[config.mk]
export PLATFORM = sky130hd
export DESIGN_NAME = telem_frame_buffer
export DESIGN_NICKNAME = d
export VERILOG_FILES = /design/src/rtl/telem_frame_buffer.sv
export SDC_FILE = /design/constraint.sdc
export NUM_CORES = 1
export LEC_CHECK = 0
export ABC_AREA = 1
export CORE_UTILIZATION = 25
export DETAILED_ROUTE_END_ITERATION = 8
export SYNTH_ARGS = -nofsm -noshare
export SYNTH_HDL_FRONTEND = slang
export SYNTH_SLANG_ARGS = --single-unit
[constraint.sdc]
create_clock -name clk -period 4.1 [get_ports clk]
set_input_delay 0.41 -clock clk [delete_from_list [all_inputs] [get_ports clk]]
set_output_delay 0.41 -clock clk [all_outputs]
set_load 0.02 [all_outputs]
[src/rtl/telem_frame_buffer.sv]
// Telemetry frame buffer: shadow bank, snapshot-on-commit frame bank, ready/valid word streamer.
// Optional trailing checksum word when TELEM_CHECKSUM_EN is defined.
module telem_frame_buffer #(
  parameter int DATA_W = 8,
  parameter int NUM_CH = 4,
  parameter int ADDR_W = 5
) (
  input  logic              clk,
  input  logic              rst,
  input  logic              wr_en,
  input  logic [ADDR_W-1:0] wr_addr,
  input  logic [DATA_W-1:0] wr_data,
  input  logic              commit,
  output logic              out_valid,
  input  logic              out_ready,
  output logic [DATA_W-1:0] out_data,
  output logic              out_last,
  output logic              busy,
  output logic              overrun
);

  localparam int IDX_W = (NUM_CH > 1) ? $clog2(NUM_CH) : 1;
  localparam logic [IDX_W-1:0] LAST_IDX = IDX_W'(NUM_CH - 1);

`ifdef TELEM_CHECKSUM_EN
  typedef enum logic [1:0] {S_IDLE, S_SEND, S_CSUM} state_t;
`else
  typedef enum logic {S_IDLE, S_SEND} state_t;
`endif

  logic [DATA_W-1:0] r_shadow [NUM_CH];
  logic [DATA_W-1:0] r_frame  [NUM_CH];
  logic [DATA_W-1:0] w_snap   [NUM_CH];
  logic [IDX_W-1:0]  r_idx;
  state_t            r_state;
  logic              r_overrun;
  logic              w_hs_last;
  logic              w_accept;
  logic [DATA_W-1:0] w_out_data;

  // Shadow contents with this cycle's write applied; out-of-range addresses match no channel.
  always_comb begin
    for (int unsigned i = 0; i < NUM_CH; i++) begin
      w_snap[i] = r_shadow[i];
      if (wr_en && (wr_addr == ADDR_W'(i)))
        w_snap[i] = wr_data;
    end
  end

`ifdef TELEM_CHECKSUM_EN
  logic [DATA_W-1:0] r_csum;
  logic [DATA_W-1:0] w_snap_sum;

  always_comb begin
    w_snap_sum = '0;
    for (int unsigned i = 0; i < NUM_CH; i++)
      w_snap_sum = w_snap_sum + w_snap[i];
  end

  assign w_hs_last = out_ready && (r_state == S_CSUM);
`else
  assign w_hs_last = out_ready && (r_state == S_SEND) && (r_idx == LAST_IDX);
`endif

  assign w_accept = commit && ((r_state == S_IDLE) || w_hs_last);

  always_ff @(posedge clk or posedge rst) begin
    if (rst) begin
      for (int unsigned i = 0; i < NUM_CH; i++) begin
        r_shadow[i] <= '0;
        r_frame[i]  <= '0;
      end
      r_idx     <= '0;
      r_state   <= S_IDLE;
      r_overrun <= 1'b0;
`ifdef TELEM_CHECKSUM_EN
      r_csum    <= '0;
`endif
    end else begin
      r_overrun <= commit && !w_accept;
      for (int unsigned i = 0; i < NUM_CH; i++)
        r_shadow[i] <= w_snap[i];

      if (w_accept) begin
        for (int unsigned i = 0; i < NUM_CH; i++)
          r_frame[i] <= w_snap[i];
        r_idx   <= '0;
        r_state <= S_SEND;
`ifdef TELEM_CHECKSUM_EN
        r_csum  <= w_snap_sum;
`endif
      end else begin
        case (r_state)
          S_SEND: begin
            if (out_ready) begin
              if (r_idx == LAST_IDX) begin
                r_idx <= '0;
`ifdef TELEM_CHECKSUM_EN
                r_state <= S_CSUM;
`else
                r_state <= S_IDLE;
`endif
              end else begin
                r_idx <= r_idx + 1'b1;
              end
            end
          end
`ifdef TELEM_CHECKSUM_EN
          S_CSUM: begin
            if (out_ready)
              r_state <= S_IDLE;
          end
`endif
          default: ;
        endcase
      end
    end
  end

  always_comb begin
    w_out_data = '0;
    if (r_state == S_SEND)
      w_out_data = r_frame[r_idx];
`ifdef TELEM_CHECKSUM_EN
    else if (r_state == S_CSUM)
      w_out_data = r_csum;
`endif
  end

  assign out_valid = (r_state != S_IDLE);
  assign busy      = (r_state != S_IDLE);
  assign out_data  = w_out_data;
  assign overrun   = r_overrun;
`ifdef TELEM_CHECKSUM_EN
  assign out_last  = (r_state == S_CSUM);
`else
  assign out_last  = (r_state == S_SEND) && (r_idx == LAST_IDX);
`endif

endmodule

==> results of run 1 <==
cells by family (layout without fill, tap and decap cells):
group	count (synthesis)	in the layout	share of synthesized area [%]
AND/OR/NAND/NOR	247	247	35.5
buffers and inverters	69	99	8.69
flip-flops	68	68	51.4
adder cells (fa/ha/maj)	1	1	0.378
AO/OA/AOI/OAI	27	27	4.08
per-stage QoR:
step	setup WS (ps)	cell area [µm²]
after detailed placement	1520	3740
after global placement	1590	3740
after CTS	1370	4030
final	1390	4030
after global routing	1200	4030
after floorplan	1980	3310
cell type report:
cell class,count,area (µm²),share of cell area (%)
Multi-Input combinational cell,275,1320,32.8
Tap cell,172,215,5.34
Clock inverter,1,5.00,0.124
Sequential cell,68,1700,42.2
Clock buffer,14,284,7.05
Timing Repair Buffer,30,298,7.39
Inverter,54,203,5.03
critical path, delay by kind of cell, from the launching register on:
kind                   cells  cell delay, ps
AOI/OAI and AO/OA          2             430
buffers and inverters      2             800
DFF                        1             730
cell usage after synthesis (4+ instances only):
cell | count | share of area, %
o21ai_0 | 19 | 2.9
dfrtp_1 | 68 | 51
buf_4 | 6 | 1.4
nor2_2 | 4 | 0.76
nand3_1 | 58 | 8.8
nand2_1 | 104 | 12
and2_1 | 32 | 6.0
buf_2 | 5 | 0.76
nor2_1 | 34 | 3.9
nand4_1 | 8 | 1.5
inv_1 | 49 | 5.6
a21oi_1 | 8 | 1.2
where the power goes:
group	internal (mW)	switching, mW	leakage [nW]
Combinational	0.400	0.553	1.04
Clock	0.471	0.264	0.145
Sequential	0.908	0.161	0.741
sequential cells by signal, summed over array words and instances, names as in the netlist:
name      flops
r_idx         2
r_frame      32
busy          1
overrun       1
r_shadow     32
worst max-delay path by stage:
stage | depth (start not counted) | endpoint | from | slack (ps)
floorplan | 1 | busy | rst | 1980
global placement | 7 | r_frame[24] | r_idx[0] | 1590
detailed placement | 7 | r_frame[24] | r_idx[0] | 1520
CTS | 4 | out_data[2] | r_idx[0] | 1370
global route | 7 | r_frame[24] | r_idx[0] | 1200
finish | 4 | out_data[0] | r_idx[0] | 1390
per-layer routing:
layer  up-vias  track usage, %  part of all wire [%]
met3        17            3.60                   6.3
li1       1343               -                     -
met5         -               0                     0
met4         0            6.50                   2.5
met1      1276            20.2                    50
met2        77            18.1                    41
==> metrics.md, run 1 <==
| Metric | Value |
|---|---|
| Status | `completed` |
| Setup repair bufs after CTS | `0` |
| Fillers | `1,324` |
| Post-Syn Area | `3310 µm²` |
| Worst Tran Pin Value | `956 ps` |
| Final Cycle Share | `66.0%` |
| Cell Chain, Critical Path | `inv_2 -> o21ai_0 -> a21oi_1 -> clkdlybuf4s50_1` |
| Max_cap viols | `0` |
| RSZ-0062 raised after global routing | `false` |
| Hold_ws | `482 ps` |
| Share of layout cells above drive strength 1 | `6.79%` |
| Worst-path fanout max | `19` |
| Maximum VDD drop | `262 µV` |
| Global placer's final weighted congestion | `0.876` |
| Initial Utilization | `25.9%` |
| CTS tree | `done` |
| Most common cell after layout, fill and taps aside | `nand2_1` |
| CTS root buf | `clkbuf_16` |
| Synth async-reset ratio | `100%` |
| Number of I/O pins | `30` |
| Cells after Synth | `412` |
| Critical path capture point type | `output port` |
| Initial antenna violation count | `0` |
| Worst setup SP type | `register` |
| Hold EP | `r_frame[10]` |
| Final Slew Violations | `0` |
| DRT Pass-1 Iters | `4` |
| Core area | `12,800 µm²` |
| Hold path depth | `2` |
| Final Hold Vio Count | `0` |
| Worst path max stage delay | `730 ps` |
| Clk_skew | `4.43 ps` |
| DR vias/cell | `4.42` |
| Setup CP Type | `reg2out` |
| Slew Limit Headroom | `36.1%` |
| DRC viols | `0` |
| Wire length of the first global-routing pass | `13,900 µm` |
| DR vias | `2,713` |
| Number of library cell types mapped by synthesis | `21` |
| Clock Sinks | `68` |
| Clock slew at reported path FFs | `50 ps` |
| Lkg Pwr | `1.92 nW` |
| Post-CTS sizing | `0` |
| Port-buffer cells | `29` |
| H-tree depth | `3` |
| Total GRT Usage | `13.6%` |
| Dominant synthesized flop cell | `dfrtp_1` |
| F_max | `369 MHz` |
| Tot Pwr | `2.76 mW` |
| TritonCTS Buffers | `9` |
| Number of diodes | `0` |
| Commonest cells after routing, fill and taps aside | `104 x nand2_1, 68 x dfrtp_1, 58 x nand3_1` |
| Post-route antenna net violation count | `0` |
| Hold Path Class | `reg2reg` |
| Worst skew pair latency | `330 ps` |
| FF-to-FF Start | `r_idx[0]` |
| Post-synthesis sequential area ratio | `51.4%` |
| Syn Nets | `431` |
| Non-Filler Instances | `614` |
| Post-synth EDFFs | `0` |
| Flop2flop setup slack | `1470 ps` |
| Die W | `117 µm` |
| Worst r2r path cells | `7` |
| Post-DP HPWL | `5890 µm` |
| Critical Path AT | `2300 ps` |
| Hold Startpoint | `r_frame[10]` |
| Fin crit period | `2710 ps` |
| Hold_buf cts | `0` |
| Yosys warning total | `0` |
| DRT Wirelength | `8290 µm` |
| Largest net degree at the start of global routing | `45` |
| Row cnt | `41` |
| Power per Cell Area | `684 nW/µm²` |
| Reg2reg end | `r_frame[24]` |
| # placed instances | `599` |
| Final number of setup-violating endpoints | `0` |
| Total gr overflow | `0` |
| Die H | `117 µm` |
| Final Util | `31.5%` |
| Clk buf depth | `2` |
| Die ar. | `13,700 µm²` |
| Fin Setup TNS | `0 ps` |
| DR WL/cell | `13.5 µm` |
| Final net count | `457` |
| Critical Path Slowest Stage Cell | `dfrtp_1` |
| Worst Path Required | `3690 ps` |
| Syn-to-layout area delta | `21.6%` |
| Yosys reg bits | `68` |
| Starting DRT DRC Count | `243` |
| Vias in the first global route | `2,653` |
| Avg Cell Area, Syn | `8.04 µm²` |
Note: power is estimated with default switching activity, not from simulation.
==> inputs of run 2 (changes only) <==
==> constraint.sdc (replaced) <==
create_clock -name clk -period 2.35 [get_ports clk]
set_input_delay 0.235 -clock clk [delete_from_list [all_inputs] [get_ports clk]]
set_output_delay 0.235 -clock clk [all_outputs]
set_load 0.02 [all_outputs]
==> metrics.md, run 2 (synthesis results as in run 1) <==
| Metric | Value |
|---|---|
| Worst skew pair latency | `320 ps (was 330 ps)` |
| Die W | `117 µm (unchanged)` |
| DRC viols | `0 (unchanged)` |
| Most common cell after layout, fill and taps aside | `nand2_1 (unchanged)` |
| Syn-to-layout area delta | `23.0% (was 21.6%)` |
| Cell Chain, Critical Path | `buf_4 -> inv_2 -> o21ai_0 -> a21oi_1 -> clkdlybuf4s50_1 (was inv_2 -> o21ai_0 -> a21oi_1 -> clkdlybuf4s50_1)` |
| Core area | `12,800 µm² (unchanged)` |
| Post-Place Cell Area | `3790 µm² (was 3740 µm²)` |
| Switching share of power | `35.5% (about the same)` |
| Final Cycle Share | `95.4%` |
| Starting DRT DRC Count | `278 (was 243)` |
| Share of layout cells above drive strength 1 | `8.05% (was 6.79%)` |
| Post-route antenna net violation count | `0 (unchanged)` |
| DR vias | `2,721 (was 2,713)` |
| DRT Wirelength | `8170 µm (was 8290 µm)` |
| Clk buf depth | `2 (unchanged)` |
| Bufs and invs on worst path | `3 (was 2)` |
| Setup CP Type | `reg2out (unchanged)` |
| Hold_buf cts | `0 (unchanged)` |
| Register area | `1700 µm² (about the same)` |
| Power per Cell Area | `1160 nW/µm² (was 684 nW/µm²)` |
| Port-buffer cells | `29 (unchanged)` |
| Clk network pwr share | `25.6% (was 26.7%)` |
| Clock slew at reported path FFs | `50 ps (about the same)` |
| Die H | `117 µm (unchanged)` |
| Setup repair bufs after CTS | `0 (unchanged)` |
| Die ar. | `13,700 µm² (unchanged)` |
| Fin Setup TNS | `0 ps (unchanged)` |
| Status | `completed (unchanged)` |
| Post-CTS sizing | `1 (was 0)` |
| Clock Sinks | `68 (unchanged)` |
| Fin crit period | `2240 ps` |
| Slew Limit Headroom | `61.0% (was 36.1%)` |
| Critical path capture point type | `output port (unchanged)` |
| DRT Pass-1 Iters | `5 (was 4)` |
| Commonest cells after routing, fill and taps aside | `104 x nand2_1, 67 x dfrtp_1, 58 x nand3_1 (was 104 x nand2_1, 68 x dfrtp_1, 58 x nand3_1)` |
| Multi-input logic area | `1320 µm² (unchanged)` |
| Flop pwr share | `38.8% (about the same)` |
| TritonCTS Buffers | `9 (unchanged)` |
| Wire length of the first global-routing pass | `13,600 µm (was 13,900 µm)` |
| Top flop regs | `r_frame x32, r_shadow x32, r_idx x2 (unchanged)` |
| Max_cap viols | `0 (unchanged)` |
| Worst Tran Pin Value | `584 ps (was 956 ps)` |
| Global placer's final weighted congestion | `0.835 (was 0.876)` |
| Final number of setup-violating endpoints | `0 (unchanged)` |
| Worst setup SP type | `register (unchanged)` |
| Largest net degree at the start of global routing | `69 (was 45)` |
| Non-Filler Cell Area, Final | `4070 µm² (was 4030 µm²)` |
| CTS root buf | `clkbuf_16 (unchanged)` |
| Int Power | `3.06 mW (was 1.78 mW)` |
| H-tree depth | `3 (unchanged)` |
| DR vias/cell | `4.40 (was 4.42)` |
| Final Util | `31.9% (was 31.5%)` |
| Lkg Pwr | `1.98 nW (was 1.92 nW)` |
| Maximum VDD drop | `417 µV (was 262 µV)` |
| Worst path max stage delay | `620 ps (was 730 ps)` |
| Post-DP HPWL | `5740 µm (was 5890 µm)` |
| Final net count | `462 (was 457)` |
| F_max | `446 MHz` |
| Initial Utilization | `25.9% (unchanged)` |
| Worst Path Required | `2120 ps (was 3690 ps)` |
| CTS tree | `done (unchanged)` |
| Total GRT Usage | `13.5% (was 13.6%)` |
| DR WL/cell | `13.2 µm (was 13.5 µm)` |
| Critical Path AT | `2010 ps (was 2300 ps)` |
| RSZ-0062 raised after global routing | `false (unchanged)` |
| Place WS | `344 ps (was 1520 ps)` |
| Vias in the first global route | `2,683 (was 2,653)` |
| Sw power | `1.68 mW (was 0.977 mW)` |
| Row cnt | `41 (unchanged)` |
| Initial antenna violation count | `0 (unchanged)` |
| Number of diodes | `0 (unchanged)` |
| Critical Path Slowest Stage Cell | `clkdlybuf4s50_1 (was dfrtp_1)` |
| Comb power frac | `35.6% (was 34.6%)` |
| Final Hold Vio Count | `0 (unchanged)` |
| Fillers | `1,328 (was 1,324)` |
| Total gr overflow | `0 (unchanged)` |
| Min setup slack post-route | `109 ps (was 1390 ps)` |
| Number of I/O pins | `30 (unchanged)` |
| CP delay by family, top | `buffers and inverters (unchanged)` |
| Final Slew Violations | `0 (unchanged)` |
| Worst-path fanout max | `19 (unchanged)` |
| Clk_skew | `4.50 ps (was 4.43 ps)` |
| Hold Path Class | `in2async (was reg2reg)` |
[run 2: cell count changes in the layout (fill, tap and decap cells not counted)]
cell	change
buf_4	+4
clkdlybuf4s50_1	-4
dlymetal6s2s_1	+4
clkbuf_8	-2
clkinv_2	+2
buf_12	+1
clkbuf_1	+1
clkinv_1	-1
dfrtp_1	-1
dfrtp_2	+1
[run 2: final cells by class]
cell class | instances | area share, %
Multi-Input combinational cell | 275 | 32.5
Timing Repair Buffer | 35 | 8.79
Sequential cell | 68 | 41.8
Inverter | 54 | 5.01
Clock inverter | 2 | 0.246
Tap cell | 172 | 5.28
Clock buffer | 13 | 6.39
[run 2: stage by stage]
stage / hold WS (ps) / total power, mW / std cells
final: 290 / 4.74 / 619
after global routing: 349 / 5.11 / 619
after global placement: 471 / 3.50 / 604
after CTS: 325 / 4.78 / 619
after detailed placement: 471 / 3.53 / 604
after floorplan: 355 / 2.91 / 412
[run 2: path summary, 6_finish.rpt]
path | slack (ps) | endpoint | start | depth (start not counted)
max | 110 | out_data[6] | r_idx[0] | 5
min | 290 | busy | rst | 3
max reg2reg | 490 | r_frame[30] | r_idx[0] | 8
min reg2reg | 480 | r_frame[11] | r_frame[11] | 2
max in group asynchronous | 1740 | r_shadow[13] | rst | 3
min in group clk | 480 | r_frame[11] | r_frame[11] | 2
[run 2: power by group through the flow]
stage               clock, mW  sequential [mW]  combinational, mW
finish                   1.21             1.84               1.69
global route             1.29             1.88               1.94
CTS                      1.25             1.83               1.70
detailed placement          0             1.85               1.68
global placement            0             1.85               1.66
floorplan                   0             1.74               1.17
[run 2: layer usage]
| metal | wire, µm | vias up | track usage [%] |
|---|---|---|---|
| li1 | - | 1352 | - |
| met1 | 4360 | 1261 | 20.0 |
| met2 | 3150 | 94 | 18.5 |
| met3 | 501 | 14 | 4.02 |
| met4 | 160 | 0 | 4.73 |
| met5 | 0 | - | 0 |
[run 2: worst min-delay path, cell delays in order]
cell and delay [ps]:
clkdlybuf4s50_1 410, inv_2 70, buf_12 290
